--- src/rtl/crossbar_pkg.sv ---
// Shared encodings for the ReRAM crossbar MAC array.
package crossbar_pkg;

  typedef enum logic [1:0] {
    OP_NOP   = 2'b00,
    OP_SET   = 2'b01,
    OP_RESET = 2'b10,
    OP_MAC   = 2'b11
  } op_e;

  typedef enum logic [1:0] {
    ST_IDLE,
    ST_ACCUM,
    ST_DONE
  } state_e;

endpackage

--- src/rtl/crossbar_cell_array.sv ---
// ROWS x COLS 1T1R cell storage: masked SET/RESET write, one combinational row read.
module crossbar_cell_array #(
  parameter int unsigned ROWS  = 8,
  parameter int unsigned COLS  = 8,
  parameter int unsigned IDX_W = (ROWS > 1) ? $clog2(ROWS) : 1
) (
  input  logic             clk,
  input  logic             rst,
  input  logic             wr_en,
  input  logic             wr_val,
  input  logic [ROWS-1:0]  wr_row_mask,
  input  logic [COLS-1:0]  wr_col_mask,
  input  logic [IDX_W-1:0] rd_row,
  output logic [COLS-1:0]  rd_data
);

  logic [ROWS-1:0][COLS-1:0] cells;

  // Every cell at the intersection of the two masks takes wr_val.
  always_ff @(posedge clk or posedge rst) begin
    if (rst) begin
      cells <= '0;
    end else if (wr_en) begin
      for (int unsigned r = 0; r < ROWS; r++) begin
        for (int unsigned c = 0; c < COLS; c++) begin
          if (wr_row_mask[r] && wr_col_mask[c]) cells[r][c] <= wr_val;
        end
      end
    end
  end

  assign rd_data = cells[rd_row];

endmodule

--- src/rtl/crossbar_mac_array.sv ---
// Crossbar with valid/ready command port and a row-serial MAC engine producing
// per-column popcounts and thresholded activations.
module crossbar_mac_array
  import crossbar_pkg::*;
#(
  parameter int unsigned ROWS   = 8,
  parameter int unsigned COLS   = 8,
  parameter int unsigned SUM_W  = $clog2(ROWS + 1),
  parameter int unsigned THRESH = 4
) (
  input  logic                  clk,
  input  logic                  rst,
  input  logic                  cmd_valid,
  output logic                  cmd_ready,
  input  logic [1:0]            cmd_op,
  input  logic [ROWS-1:0]       cmd_row_mask,
  input  logic [COLS-1:0]       cmd_col_mask,
  output logic                  res_valid,
  input  logic                  res_ready,
  output logic [COLS*SUM_W-1:0] res_sum,
  output logic [COLS-1:0]       res_bits,
  output logic                  busy
);

  localparam int unsigned IDX_W = (ROWS > 1) ? $clog2(ROWS) : 1;

  state_e                       state;
  op_e                          op;
  logic [ROWS-1:0]              sh_row;
  logic [COLS-1:0]              sh_col;
  logic [IDX_W-1:0]             idx;
  logic [COLS-1:0][SUM_W-1:0]   acc;
  logic [COLS-1:0][SUM_W-1:0]   acc_next;
  logic [COLS-1:0]              bits_next;
  logic [COLS-1:0]              row_data;
  logic                         wr_en;
  logic                         wr_val;

  assign op     = op_e'(cmd_op);
  assign wr_en  = (state == ST_IDLE) && cmd_valid && ((op == OP_SET) || (op == OP_RESET));
  assign wr_val = (op == OP_SET);

  crossbar_cell_array #(
    .ROWS  (ROWS),
    .COLS  (COLS),
    .IDX_W (IDX_W)
  ) u_cells (
    .clk         (clk),
    .rst         (rst),
    .wr_en       (wr_en),
    .wr_val      (wr_val),
    .wr_row_mask (cmd_row_mask),
    .wr_col_mask (cmd_col_mask),
    .rd_row      (idx),
    .rd_data     (row_data)
  );

  // One row's contribution; the activation is taken from the final sum.
  always_comb begin
    acc_next  = acc;
    bits_next = '0;
    for (int unsigned c = 0; c < COLS; c++) begin
      acc_next[c]  = acc[c] + SUM_W'(sh_row[idx] & sh_col[c] & row_data[c]);
      bits_next[c] = (acc_next[c] >= SUM_W'(THRESH));
    end
  end

  assign res_sum = acc;

  always_ff @(posedge clk or posedge rst) begin
    if (rst) begin
      state     <= ST_IDLE;
      cmd_ready <= 1'b1;
      busy      <= 1'b0;
      res_valid <= 1'b0;
      res_bits  <= '0;
      acc       <= '0;
      sh_row    <= '0;
      sh_col    <= '0;
      idx       <= '0;
    end else begin
      case (state)
        ST_IDLE: begin
          if (cmd_valid && (op == OP_MAC)) begin
            sh_row    <= cmd_row_mask;
            sh_col    <= cmd_col_mask;
            acc       <= '0;
            idx       <= '0;
            state     <= ST_ACCUM;
            cmd_ready <= 1'b0;
            busy      <= 1'b1;
          end
        end
        ST_ACCUM: begin
          acc <= acc_next;
          idx <= idx + IDX_W'(1);
          if (idx == IDX_W'(ROWS - 1)) begin
            state     <= ST_DONE;
            res_valid <= 1'b1;
            res_bits  <= bits_next;
          end
        end
        ST_DONE: begin
          if (res_ready) begin
            state     <= ST_IDLE;
            res_valid <= 1'b0;
            res_bits  <= '0;
            cmd_ready <= 1'b1;
            busy      <= 1'b0;
          end
        end
        default: begin
          state     <= ST_IDLE;
          cmd_ready <= 1'b1;
          busy      <= 1'b0;
          res_valid <= 1'b0;
        end
      endcase
    end
  end

endmodule

--- config.mk ---
export PLATFORM = sky130hd
export DESIGN_NAME = crossbar_mac_array
export DESIGN_NICKNAME = d
export VERILOG_FILES = /design/src/rtl/crossbar_pkg.sv /design/src/rtl/crossbar_cell_array.sv /design/src/rtl/crossbar_mac_array.sv
export SDC_FILE = /design/constraint.sdc
export NUM_CORES = 1
export LEC_CHECK = 0
export ABC_AREA = 1
export BUFFER_PORTS_ARGS = -buffer_cell sky130_fd_sc_hd__buf_4
export CORE_ASPECT_RATIO = 1.25
export CORE_MARGIN = 2
export CORE_UTILIZATION = 33
export CTS_CLUSTER_SIZE = 40
export DETAILED_ROUTE_END_ITERATION = 10
export SYNTH_ARGS = -nofsm -noshare
export SYNTH_HDL_FRONTEND = slang
export SYNTH_SLANG_ARGS = --single-unit
--- constraint.sdc ---
create_clock -name clk -period 6.9 [get_ports clk]
set_input_delay 1.38 -clock clk [delete_from_list [all_inputs] [get_ports clk]]
set_output_delay 1.38 -clock clk [all_outputs]
set_load 0.05 [all_outputs]
==> impl_metrics.py <==
metrics = {
    "synthesis": {
        "synth_fa_ha_area_frac": 0.0395,
        "synth-xor-area-share": 0.0221,
        "yosysWarnings": 0,
        "synth-seq-cells": 128,
        "syn_nets": 801,
        "synth-async-reset-ratio": 1.00,
        "synth_flop_cell": "dfrtp_1",
        "postSynthCellCount": 759,
        "synth.distinct_cells": 27,
        "ys_seq_area_frac": 0.506,
        "synth_top_cell_by_area": "dfrtp_1",
        "synth_edf_count": 0,
        "synth_compound_area_frac": 0.102,
        "synth_top_family_by_area": "simple AND/OR/NAND/NOR gates",
        "yosys.area_share.simple": 0.264,
        "synth_top_area_frac": 0.502,
        "syn_area_per_cell_um2": 8.34,
        "synth_mux_area_frac": 0,
        "synth.area.top_cells": "dfrtp_1 (50%), nand2_1 (16%), nand3_1 (6.1%)",
        "synthesis.area_um2": 6330,
    },
    "global_routing": {
        "grt_max_degree": 74,
        "met3_usage": 0.0303,
        "grt.total_usage": 0.159,
        "use_met1": 0.216,
        "gr-total-overflow": 0,
        "grt_pass1_wl_mm": 25.7,
        "grt_use_met2": 0.258,
        "first_global_vias": 4880,
        "busiest_layer": "met2",
        "antenna_found_initial": 0,
    },
    "place": {
        "io_buffers": 64,
        "dp_hpwl_mm": 9.84,
        "gp_congestion": 0.744,
        "place_ws_ns": 3.89,
    },
    "final_layout": {
        "fillers": 1864,
        "final_nets": 853,
        "final_core_util": 0.400,
        "multi_input_area_um2": 2710,
        "synthToLayoutAreaGrowth_pct": 18.8,
        "final_common_cell": "nand2_1",
        "n_antenna_cell": 0,
        "ff_latch_area_um2": 3200,
        "mostFrequentLayoutCells": "nand2_1 (278), dfrtp_1 (127), nand3_1 (77), buf_4 (67), o21ai_1 (66)",
        "drive_gt1_frac": 0.142,
    },
    "die": {
        "core_area_um2": 18800,
        "num_rows": 56,
        "die_h_um": 159,
        "dieArea_um2": 20300,
        "die-width_um": 128,
        "ioPinCount": 65,
        "initial_core_util": 0.337,
    },
    "setup_path": {
        "end_kind": "flop",
        "start_kind": "flop",
        "crit_type": "flop to flop",
        "crit_path_frequent_cell": "nand2_1",
        "critPathMaxStageDelay_ns": 0.90,
        "critPathMaxFanout": 20,
        "required_ns": 7.20,
        "slowest_stage": "dfrtp_1",
        "worstPathArrival_ns": 3.15,
        "path_cells": "inv_2, o211ai_1, nand3_1, nand2_1, nor2_1, ha_1, ha_1, xnor2_1, nand2_1, nand2_1, nand2_1",
    },
    "clock_tree": {
        "root_buffer": "clkbuf_16",
        "cts_resized": 0,
        "cts.sinks": 128,
        "cts_buffers": 17,
        "clk_path_buf_depth": 2,
        "h-tree-depth": 4,
        "postCtsHoldBufs": 0,
        "cts.clk_slew.worst_paths_ns": 0.06,
        "cts_setup_buffers": 0,
        "cts_tree": "done",
        "clk_latency_ns": 0.41,
    },
    "power": {
        "power_density_nw_per_um2": 485,
        "ir_drop_uv": 225,
        "p_leak_nw": 3.70,
    },
    "run_status": {
        "status": "finished clean",
    },
    "drt": {
        "drt_first_pass_iters": 5,
        "drt-total-wl_mm": 15.6,
        "num_vias": 5104,
        "wl_per_cell_um": 14.8,
        "route.detailed.drc": 0,
        "drt_iter0_markers": 349,
        "vias_per_cell": 4.84,
        "ant_nets": 0,
    },
    "timing": {
        "whs_ns": 0.478,
        "worst_pin_slew_ns": 0.911,
        "max_freq_mhz": 351,
        "finalCritPeriodShare": 0.412,
        "fin_crit_ns": 2.85,
        "finalSetupViolations": 0,
        "fin_skew_ns": 0.00860,
        "rsz0062_at_grt": "false",
        "tns_ns": 0,
        "maxSlewViolCount": 0,
        "final-hold-violation-count": 0,
        "setup_ws_ns": 4.05,
        "max_slew_margin": 0.392,
    },
    "min_path": {
        "hold_path_class": "flop to flop",
    },
    "flow_run": {
        "drv_cap": 0,
    },
}
## registers in the layout (all words and copies together) (netlist names)
register	flops
busy	1
cmd_ready	1
idx	3
res_bits	8
res_sum	32
res_valid	1
sh_col	8
sh_row	8
state	2
u_cells.cells	64
## routing by layer
metal	wire length [µm]	vias to the layer above	part of all wire
li1	-	2555	-
met1	7300	2430	0.47
met2	7550	108	0.48
met3	572	11	0.037
met4	147	0	0.0094
met5	0	-	0
## per-stage QoR
| stage | area, µm² | power, mW | cells |
|---|---|---|---|
| 2_1_floorplan | 6330 | 2.39 | 759 |
| 3_3_place_gp | 6950 | 2.77 | 1024 |
| 3_5_place_dp | 6950 | 2.79 | 1024 |
| 4_1_cts | 7520 | 3.67 | 1054 |
| 5_1_grt | 7520 | 3.89 | 1054 |
| 6_report | 7520 | 3.64 | 1054 |
## final timing paths
check	slack, ns	cells after the start	end	start
min in group asynchronous	1.18	2	res_sum[2]	rst
worst max register to register	4.05	11	res_bits[7]	idx[1]
worst max-delay path	4.05	11	res_bits[7]	idx[1]
max in group asynchronous	4.43	3	u_cells.cells[53]	rst
worst min register to register	0.48	2	busy	busy
worst min-delay path	0.48	2	busy	busy
## power by group
group / internal [mW] / leakage (nW) / switching [mW]
Sequential: 1.06 / 1.67 / 0.235
Combinational: 0.483 / 1.75 / 0.995
Clock: 0.554 / 0.276 / 0.312
Total: 2.10 / 3.70 / 1.54
## critical path, delay by kind of cell, from the launching register on
| kind | cells | cell delay (ns) |
|---|---|---|
| flip-flops | 1 | 0.90 |
| adder cells (fa/ha/maj) | 2 | 0.41 |
| AND/OR/NAND/NOR | 6 | 0.64 |
| XOR/XNOR | 1 | 0.18 |
| buffers and inverters | 1 | 0.40 |
| AO/OA/AOI/OAI | 1 | 0.21 |
## cell usage after synthesis, drive strengths merged, types with 2 or more instances
cell type,number
nor2,22
xor2,8
clkbuf,13
nand3,77
buf,21
nand2,281
inv,62
a22o,16
dfrtp,127
ha,20
xnor2,8
clkinv,2
o21ai,99
## area by class of cell
type | count | share of cell area
tap | 232 | 0.0386
timing repair buffer | 67 | 0.0669
clock inverter | 6 | 0.0110
sequential | 128 | 0.426
clock buffer | 24 | 0.0641
inverter | 64 | 0.0330
multi-input combinational | 533 | 0.360
## kinds of logic (layout without fill, tap and decap cells)
kind of cell    after synthesis  count (layout)
simple gates                380             380
flops                       128             128
compound gates              117             117
buf+inv                      98             161
fa+ha+maj                    20              20
xor+xnor                     16              16
Note: power is estimated with default switching activity, not from simulation.
